==> config.mk <==
export PLATFORM = sky130hd
export DESIGN_NAME = airi5c_wb_scoreboard
export DESIGN_NICKNAME = d
export VERILOG_FILES = /design/src/rtl/airi5c_wb_scoreboard_pkg.sv /design/src/rtl/airi5c_wb_fifo.sv /design/src/rtl/airi5c_wb_scoreboard_chk.sv /design/src/rtl/airi5c_wb_scoreboard.sv
export SDC_FILE = /design/constraint.sdc
export NUM_CORES = 1
export LEC_CHECK = 0
export CAP_MARGIN = 15
export CORE_UTILIZATION = 35
export DETAILED_ROUTE_END_ITERATION = 16
export SKIP_LAST_GASP = 1
export SYNTH_ARGS = -nofsm -noshare
export SYNTH_HDL_FRONTEND = slang
export SYNTH_SLANG_ARGS = --single-unit
==> constraint.sdc <==
create_clock -name clk_i -period 3 [get_ports clk_i]
set_input_delay 0.75 -clock clk_i [delete_from_list [all_inputs] [get_ports clk_i]]
set_output_delay 0.75 -clock clk_i [all_outputs]
set_load 0.02 [all_outputs]
==> src/rtl/airi5c_wb_scoreboard_pkg.sv <==
// Shared widths, result-buffer entry layout and register-mask helper for the writeback scoreboard.
// Optional forwarding (macro AIRI5C_WB_FORWARD_EN) is handled in the top; nothing here depends on it.
package airi5c_wb_scoreboard_pkg;

  localparam int REG_ADDR_WIDTH = 5;
  localparam int XPR_LEN        = 32;
  localparam int WB_FIFO_DEPTH  = 2;
  localparam int WB_ENTRY_WIDTH = 2*XPR_LEN + REG_ADDR_WIDTH + 1;

  typedef struct packed {
    logic [REG_ADDR_WIDTH-1:0] rd;
    logic                      rd64;
    logic [XPR_LEN-1:0]        wd;
    logic [XPR_LEN-1:0]        wd2;
  } wb_entry_t;

  // One-hot mask of rd (and rd+1 mod 32 for a pair); x0 is never tracked.
  function automatic logic [31:0] reg_mask(input logic [REG_ADDR_WIDTH-1:0] rd,
                                           input logic                      rd64);
    logic [31:0]               m;
    logic [REG_ADDR_WIDTH-1:0] rd_hi;
    m        = 32'd0;
    rd_hi    = rd + REG_ADDR_WIDTH'(1);
    m[rd]    = 1'b1;
    if (rd64) begin
      m[rd_hi] = 1'b1;
    end else begin
      m = m;
    end
    m[0]     = 1'b0;
    return m;
  endfunction

endpackage

==> src/rtl/airi5c_wb_fifo.sv <==
// Generic synchronous FIFO with async active-low reset; registered storage, no push-through.
// Push while full is accepted only together with a pop.
module airi5c_wb_fifo #(
  parameter int WIDTH = 8,
  parameter int DEPTH = 2,
  parameter int AW    = 1
) (
  input  logic             clk_i,
  input  logic             rst_ni,
  input  logic             push_i,
  input  logic             pop_i,
  input  logic [WIDTH-1:0] wdata_i,
  output logic [WIDTH-1:0] rdata_o,
  output logic             full_o,
  output logic             empty_o,
  output logic [AW:0]      count_o
);

  logic [WIDTH-1:0] mem [DEPTH];
  logic [AW-1:0]    wr_ptr;
  logic [AW-1:0]    rd_ptr;
  logic [AW:0]      count;
  logic             do_push;
  logic             do_pop;

  assign full_o  = (count == (AW+1)'(DEPTH));
  assign empty_o = (count == (AW+1)'(0));
  assign count_o = count;
  assign rdata_o = mem[rd_ptr];
  assign do_pop  = pop_i && !empty_o;
  assign do_push = push_i && (!full_o || do_pop);

  // Storage, pointers and occupancy; pointers wrap naturally at DEPTH.
  always_ff @(posedge clk_i or negedge rst_ni) begin
    if (!rst_ni) begin
      for (int i = 0; i < DEPTH; i++) begin
        mem[i] <= '0;
      end
      wr_ptr <= '0;
      rd_ptr <= '0;
      count  <= '0;
    end else begin
      if (do_push) begin
        mem[wr_ptr] <= wdata_i;
        wr_ptr      <= wr_ptr + AW'(1);
      end
      if (do_pop) begin
        rd_ptr <= rd_ptr + AW'(1);
      end
      case ({do_push, do_pop})
        2'b10:   count <= count + (AW+1)'(1);
        2'b01:   count <= count - (AW+1)'(1);
        default: count <= count;
      endcase
    end
  end

endmodule

==> src/rtl/airi5c_wb_scoreboard_chk.sv <==
// Simulation checker: the pipeline never writes back while the debug module owns the write port.
module airi5c_wb_scoreboard_chk (
  input logic clk_i,
  input logic rst_ni,
  input logic pipe_wen_i,
  input logic dm_wen_i
);

  a_no_pipe_during_dm: assert property (@(posedge clk_i) disable iff (!rst_ni)
                                        !(pipe_wen_i && dm_wen_i));

endmodule

==> src/rtl/airi5c_wb_scoreboard.sv <==
// Writeback scoreboard: tracks long-latency destinations, buffers their results and drains them
// into free register-file write slots. Define AIRI5C_WB_FORWARD_EN for drain-cycle forwarding.
module airi5c_wb_scoreboard
  import airi5c_wb_scoreboard_pkg::*;
#(
  parameter int FIFO_DEPTH = WB_FIFO_DEPTH,
  parameter int FIFO_AW    = 1
) (
  input  logic                      clk_i,
  input  logic                      rst_ni,
  input  logic                      issue_valid_i,
  input  logic [REG_ADDR_WIDTH-1:0] issue_rd_i,
  input  logic                      issue_rd64_i,
  input  logic [REG_ADDR_WIDTH-1:0] ra1_i,
  input  logic [REG_ADDR_WIDTH-1:0] ra2_i,
  input  logic [REG_ADDR_WIDTH-1:0] ra3_i,
  input  logic [REG_ADDR_WIDTH-1:0] rd_chk_i,
  output logic                      hazard_o,
  input  logic                      lres_valid_i,
  output logic                      lres_ready_o,
  input  logic [REG_ADDR_WIDTH-1:0] lres_rd_i,
  input  logic                      lres_rd64_i,
  input  logic [XPR_LEN-1:0]        lres_wd_i,
  input  logic [XPR_LEN-1:0]        lres_wd2_i,
  input  logic                      pipe_wen_i,
  input  logic [REG_ADDR_WIDTH-1:0] pipe_wa_i,
  input  logic [XPR_LEN-1:0]        pipe_wd_i,
  input  logic                      dm_wen_i,
  output logic                      wen_o,
  output logic [REG_ADDR_WIDTH-1:0] wa_o,
  output logic [XPR_LEN-1:0]        wd_o,
  output logic [XPR_LEN-1:0]        wd2_o,
  output logic                      use_rd64_o,
  output logic                      busy_o
`ifdef AIRI5C_WB_FORWARD_EN
  ,
  output logic                      fwd1_o,
  output logic                      fwd2_o,
  output logic                      fwd3_o,
  output logic [XPR_LEN-1:0]        fwd_data_o,
  output logic [XPR_LEN-1:0]        fwd_data2_o
`endif
);

  wb_entry_t    in_entry;
  wb_entry_t    head;
  logic [FIFO_AW:0] count;
  logic         full;
  logic         empty;
  logic         push;
  logic         drain;
  logic [31:0]  sb;
  logic [31:0]  set_mask;
  logic [31:0]  clr_mask;
  logic [2:0]   fwd;

  assign in_entry     = {lres_rd_i, lres_rd64_i, lres_wd_i, lres_wd2_i};
  assign lres_ready_o = !full;
  assign push         = lres_valid_i && lres_ready_o;
  assign busy_o       = (|sb) || (count != (FIFO_AW+1)'(0));

  airi5c_wb_fifo #(
    .WIDTH(WB_ENTRY_WIDTH),
    .DEPTH(FIFO_DEPTH),
    .AW   (FIFO_AW)
  ) u_fifo (
    .clk_i  (clk_i),
    .rst_ni (rst_ni),
    .push_i (push),
    .pop_i  (drain),
    .wdata_i(in_entry),
    .rdata_o(head),
    .full_o (full),
    .empty_o(empty),
    .count_o(count)
  );

  airi5c_wb_scoreboard_chk u_chk (
    .clk_i     (clk_i),
    .rst_ni    (rst_ni),
    .pipe_wen_i(pipe_wen_i),
    .dm_wen_i  (dm_wen_i)
  );

  // Write-port arbitration: debug, then pipeline, then buffered results.
  always_comb begin
    drain      = 1'b0;
    wen_o      = 1'b0;
    wa_o       = '0;
    wd_o       = '0;
    wd2_o      = '0;
    use_rd64_o = 1'b0;
    if (dm_wen_i) begin
      drain = 1'b0;
    end else if (pipe_wen_i) begin
      wen_o = 1'b1;
      wa_o  = pipe_wa_i;
      wd_o  = pipe_wd_i;
    end else if (!empty) begin
      drain      = 1'b1;
      wen_o      = 1'b1;
      wa_o       = head.rd;
      wd_o       = head.wd;
      wd2_o      = head.wd2;
      use_rd64_o = head.rd64;
    end else begin
      wen_o = 1'b0;
    end
  end

  // Masks of bits being set by issue and cleared by drain this cycle.
  always_comb begin
    set_mask = 32'd0;
    clr_mask = 32'd0;
    if (issue_valid_i) begin
      set_mask = reg_mask(issue_rd_i, issue_rd64_i);
    end else begin
      set_mask = 32'd0;
    end
    if (drain) begin
      clr_mask = reg_mask(head.rd, head.rd64);
    end else begin
      clr_mask = 32'd0;
    end
  end

  // Scoreboard register; a set in the same cycle as a clear wins.
  always_ff @(posedge clk_i or negedge rst_ni) begin
    if (!rst_ni) begin
      sb <= 32'd0;
    end else begin
      sb <= (sb & ~clr_mask) | set_mask;
    end
  end

`ifdef AIRI5C_WB_FORWARD_EN
  // clr_mask bit 0 is always clear, so x0 never forwards.
  assign fwd         = {clr_mask[ra3_i], clr_mask[ra2_i], clr_mask[ra1_i]};
  assign fwd1_o      = fwd[0];
  assign fwd2_o      = fwd[1];
  assign fwd3_o      = fwd[2];
  assign fwd_data_o  = head.wd;
  assign fwd_data2_o = head.wd2;
`else
  assign fwd = 3'b000;
`endif

  assign hazard_o = (sb[ra1_i] && !fwd[0]) || (sb[ra2_i] && !fwd[1]) ||
                    (sb[ra3_i] && !fwd[2]) || sb[rd_chk_i];

endmodule

=== Yosys cells after proc, flatten, opt, wreduce, memory -nomap -nowiden ===
Index checks and enable logic that the tools add are counted.
Widths: inputs -> output; s select.

* Add/subtract/negate cells: 6
* Order comparisons: 15
* Equality and inequality tests: 3
* Multiplexer cells: 44
* Bitwise gates (word level): 7
* Reductions and logical operators: 19

{| class="wikitable"
|+ Operator list
! cell !! count
|-
| $mux 32 || 10
|-
| $mux 70 || 4
|-
| $bwmux 140 || 1
|-
| $or 32x32->32 || 3
|-
| $demux 70 s1 || 1
|-
| $lt 5x6->1 const B || 8
|-
| $and 32x32->32 || 1
|-
| $not 32->32 || 1
|-
| $reduce_or 32->1 || 1
|-
| $bmux 1 s5 || 4
|-
| $demux 1 s5 || 4
|-
| $ge 5x1->1 const B || 4
|-
| $mux 1 || 16
|-
| $mux 5 || 3
|-
| $add 5x1->5 const B || 2
|-
| $logic_and 1x1->1 || 8
|-
| $logic_or 1x1->1 || 5
|-
| $eq 2x2->1 const B || 2
|-
| $ge 2x2->1 const B || 2
|-
| $not 1->2 || 2
|-
| $pmux 2 s2 || 1
|-
| $reduce_bool 2->1 || 2
|-
| $add 1x1->1 const B || 2
|-
| $add 2x1->2 const B || 1
|-
| 5 further kinds || 6
|}

* Register bits: 176
* Input port bits: 139
* Output and inout bits: 74
* Word-level logic and storage cells: 100

=== Depth between registers and ports, before layout ===
* Depth after elaboration: 15
* Gate-level depth with buffers: 8
* Mapped depth without buffers: 7

=== Modules after synthesis ===
From an unflattened synthesis, not the netlist that was laid out.

* Cells, all modules: 777
* Area, all modules: 9603.0 µm²

{| class="wikitable"
|+ Modules (own cells, without submodules)
! module !! times used !! cells an instance !! area each (µm²) !! seq. area each (µm²)
|-
| airi5c_wb_fifo || 1 || 400 || 6304.8 || 3603.5
|-
| airi5c_wb_scoreboard || 1 || 377 || 3298.2 || 775.7
|}

=== Worst setup path before layout ===
OpenSTA, ideal clock, no wires.

* Path type: input -> output
* Start point: input port rd_chk_i[2]
* End point: output port hazard_o
* Arrival: 2.201 ns
* Data required time: 2.250 ns
* Setup slack: 0.049 ns
* Stages: 6
* Path buffers: 1
* Cells stage by stage: clkbuf_1 mux4_2 o2111ai_1 o2111ai_1 a2111oi_2 nand4_1

* Word-level cells in the longest chain between the ends: 3

{| class="wikitable"
|+ Ends and longest elaborated chain
! item !! RTL line !! RTL
|-
| from (decl) || airi5c_wb_scoreboard.sv:17 || <nowiki>input logic [REG_ADDR_WIDTH-1:0] rd_chk_i,</nowiki>
|-
| $bmux 1 s5 || airi5c_wb_scoreboard.sv:149 || <nowiki>(sb[ra3_i] && !fwd[2]) || sb[rd_chk_i];</nowiki>
|-
| $mux 1 (implied by the code) || airi5c_wb_scoreboard.sv:149 ||
|-
| $logic_or 1x1->1 || airi5c_wb_scoreboard.sv:149 ||
|-
| to (decl) || airi5c_wb_scoreboard.sv:18 || <nowiki>output logic hazard_o,</nowiki>
|}

Every way passes these cells. The select of a mux whose other input is x is not followed.

=== Final worst setup path ===
* Start point: input port ra3_i[1]
* End point: output port hazard_o

* Word-level cells in the longest chain between the ends: 4

{| class="wikitable"
|+ Ends and longest elaborated chain
! item !! RTL line !! RTL
|-
| from (decl) || airi5c_wb_scoreboard.sv:16 || <nowiki>input logic [REG_ADDR_WIDTH-1:0] ra3_i,</nowiki>
|-
| $bmux 1 s5 || airi5c_wb_scoreboard.sv:149 ||
|-
| $mux 1 (implied by the code) || airi5c_wb_scoreboard.sv:149 ||
|-
| $logic_or 1x1->1 || airi5c_wb_scoreboard.sv:148 || <nowiki>assign hazard_o = (sb[ra1_i] && !fwd[0]) || (sb[ra2_i] && !fwd[1]) ||</nowiki>
|-
| $logic_or 1x1->1 || airi5c_wb_scoreboard.sv:149 ||
|}

Every way passes these cells. The select of a mux whose other input is x is not followed.

==> metrics.yaml <==
clock-skew-final_ns: 0.0125
synth.mux.area_fraction: 0.316
crit_chain: "clkdlybuf4s15_2, mux4_2, nor2_2, o2111ai_2, a2111oi_4, nand4_1, buf_4"
p_int_uw: 7890
synth.avg_cell_area_um2: 11.4
holdWs_ns: 0.216
setup_ws_ns: -0.0884
synth_top_family_by_area: "multiplexers"
critical_path.max_stage_delay_ns: 0.51
synthCells: 834
vias_per_cell: 5.26
port_buffers: 212
place_ws_ns: -1.02
failed_checks: "negative setup slack"
critPathKind: "in2out"
areaGrowthSynthToFinish_pct: 38.6
yosysMostFrequentCell: "dfrtp_1"
grt_use_met3: 0.0554
ys_top_cells_by_count: "dfrtp_1 (175), mux2_2 (122), mux2i_1 (87)"
rsz0062_at_grt: "true"
synth.top_cell.area_share: 0.459
slew_headroom: 0.674
first_global_vias: 7755
syn-cell-area_mm2: 0.00953
p_sw_frac: 0.382
synth_largest_area_cell: "dfrtp_1"
final_util: 0.493
synth_seq_cells: 175
synth_cell_types: 50
first_pass_iters: 5
p_sw_uw: 4870
synth_simple_gate_area_frac: 0.0979
synthTopCellsByArea: "dfrtp_1 (46%), mux2_2 (14%), mux2i_1 (9.1%), mux4_2 (5.0%), o21ai_0 (3.9%)"
critPathLaunchType: "primary input"
async_flop_share: 1.00
wl_per_cell_um: 19.2
worst-endpoint-required_ns: 2.25
peakVddDrop_uv: 526
cp.arrival_ns: 2.34
crit_path_end_kind: "output pin"
grt_use_met2: 0.328
dieHeight_um: 167
clk_pin_slew_ns: 0.07
gp_congestion: 0.927
drv_cap: 0
synth_seq_area_share: 0.459
synth_edf_count: 0
final-setup-viol-count: 1
seqPwrFrac: 0.357
vias: 7683
dieArea_mm2: 0.0279
drtIter0Drc: 490
crit_start: "ra3_i[1]"
grt_start_max_net_pins: 71
hold_class: "in2async"
grt_pass1_wl_um: 44100
io_pins: 213
dp_hpwl_um: 20100
clock_latency_ns: 0.43
ant_nets: 0
synth.net_count: 974
grt_overflow_total: 0
antenna_found_initial: 2
slowest_stage: "mux4_2"
synth_warnings: 0
numClockSinks: 175
status: "complete, but fails checks"
drc: 0
multiInputGateArea_mm2: 0.00501
die_w_um: 167
combPwrFrac: 0.461
fin_crit_sh: 1.03
grt_usage: 0.203
wl_um: 28100
root_buffer: "clkbuf_16"
fill_cells: 2449
r2r-start: "u_fifo.rd_ptr"
grt-busiest-layer: "met2"
max_freq_mhz: 324
maxSlewViolCount: 0
synth_compound_area_frac: 0.0882
cts_tree: "built"
pwr-share-clk: 0.182
fin_crit_ns: 3.09
cts_buffers: 17
synth_xor_area_frac: 0.00551
nets: 1247
num_rows: 60
ff_latch_area_mm2: 0.00439
path_max_fanout: 3
core_mm2: 0.0268
hold_viol_final: 0
htreeDepth: 4
met1_usage: 0.261
power.density_mw_per_mm2: 965
drive_gt1_frac: 0.339
start_util: 0.356
ctsLongestPathBuffers: 2
worst_pin_slew_ns: 0.475
leakage_uw: 0.00564
synth_fa_ha_area_frac: 0.00131
ys.flop_type: "dfrtp_1"
==> worst paths after layout <==
path / endpoint / slack [ns] / cells after the start
setup / recovery: hazard_o / -0.09 / 7
hold / removal: u_fifo.mem[59] / 0.22 / 1
setup reg to reg: sb[1] / 0.63 / 7
hold reg to reg: u_fifo.mem[73] / 0.49 / 1
max in group asynchronous: u_fifo.mem[65] / 2.01 / 2
min in group clk_i: u_fifo.mem[73] / 0.49 / 1
==> state kept, by name (all words and copies together) (netlist names) <==
register        flops
u_fifo.count_o      2
u_fifo.wr_ptr       1
u_fifo.rd_ptr       1
sb                 31
u_fifo.mem        140
==> power by group through the flow <==
stage	Combinational (uW)	Sequential, uW	Clock (uW)
2_1_floorplan	3820	4210	0
5_1_grt	6360	4710	2480
3_5_place_dp	5880	4570	0
4_1_cts	5800	4540	2370
3_3_place_gp	5830	4550	0
6_report	5880	4560	2320
==> critical path, delay by kind of cell <==
family,cells,cell delay [ns]
compound gates,2,0.37
buf+inv,2,0.41
mux,1,0.51
simple gates,2,0.30
==> area by class of cell <==
class / count / share of cell area
Antenna cell: 1 / 0.000189
Clock buffer: 17 / 0.0322
Clock inverter: 15 / 0.0148
Inverter: 6 / 0.00265
Multi-Input combinational cell: 603 / 0.379
Sequential cell: 175 / 0.332
Tap cell: 341 / 0.0323
Timing Repair Buffer: 304 / 0.207
==> metrics by stage <==
step | setup TNS, ns | cells | power [uW] | area, um^2
final | -0.0884 | 1462 | 12800 | 13200
after global routing | -0.211 | 1462 | 13600 | 13200
after CTS | -0.415 | 1456 | 12700 | 13100
after detailed placement | -36.42 | 1416 | 10500 | 12600
after global placement | -35.86 | 1416 | 10400 | 12600
after floorplan | 0 | 834 | 8030 | 9530
==> logic make-up after synthesis <==
group	Yosys count
mux	256
simple gates	196
flops	175
compound gates	144
buf+inv	56
xor+xnor	6
fa+ha+maj	1
==> layout by cell type, fill, tap and decap left out, types with 6 or more instances in the layout <==
master,count
nand3_1,13
o21ai_0,63
buf_2,58
nor2b_1,6
nand2_1,61
clkbuf_16,20
mux2_1,24
o31ai_1,6
buf_6,11
nand3b_1,7
o21ai_1,34
nor2_4,6
buf_4,75
mux4_2,21
nor4_1,8
o221ai_1,6
dfrtp_1,172
mux2i_1,85
clkdlybuf4s15_2,8
nor2_1,52
a21oi_1,13
mux2_2,122
clkdlybuf4s50_1,125
a22oi_1,6
buf_12,13
nand2b_1,8
==> what timing repair did <==
| action | in CTS | in global routing |
|---|---|---|
| hold buffers | 0 | 0 |
| pin swaps | 8 | 7 |
| gates cloned | 1 | 3 |
| setup buffers | 7 | 2 |
| resized for setup | 353 | 66 |
| setup endpoints to repair | 72 | 54 |
==> routing by layer <==
metal  up-vias  routed length, um  share of wire
li1       3609                  -              -
met3        42               1880          0.067
met1      3794              12300           0.44
met5         -                  0              0
met4         0                610          0.022
met2       238              13300           0.47
Power figures use the tool's default switching activity.
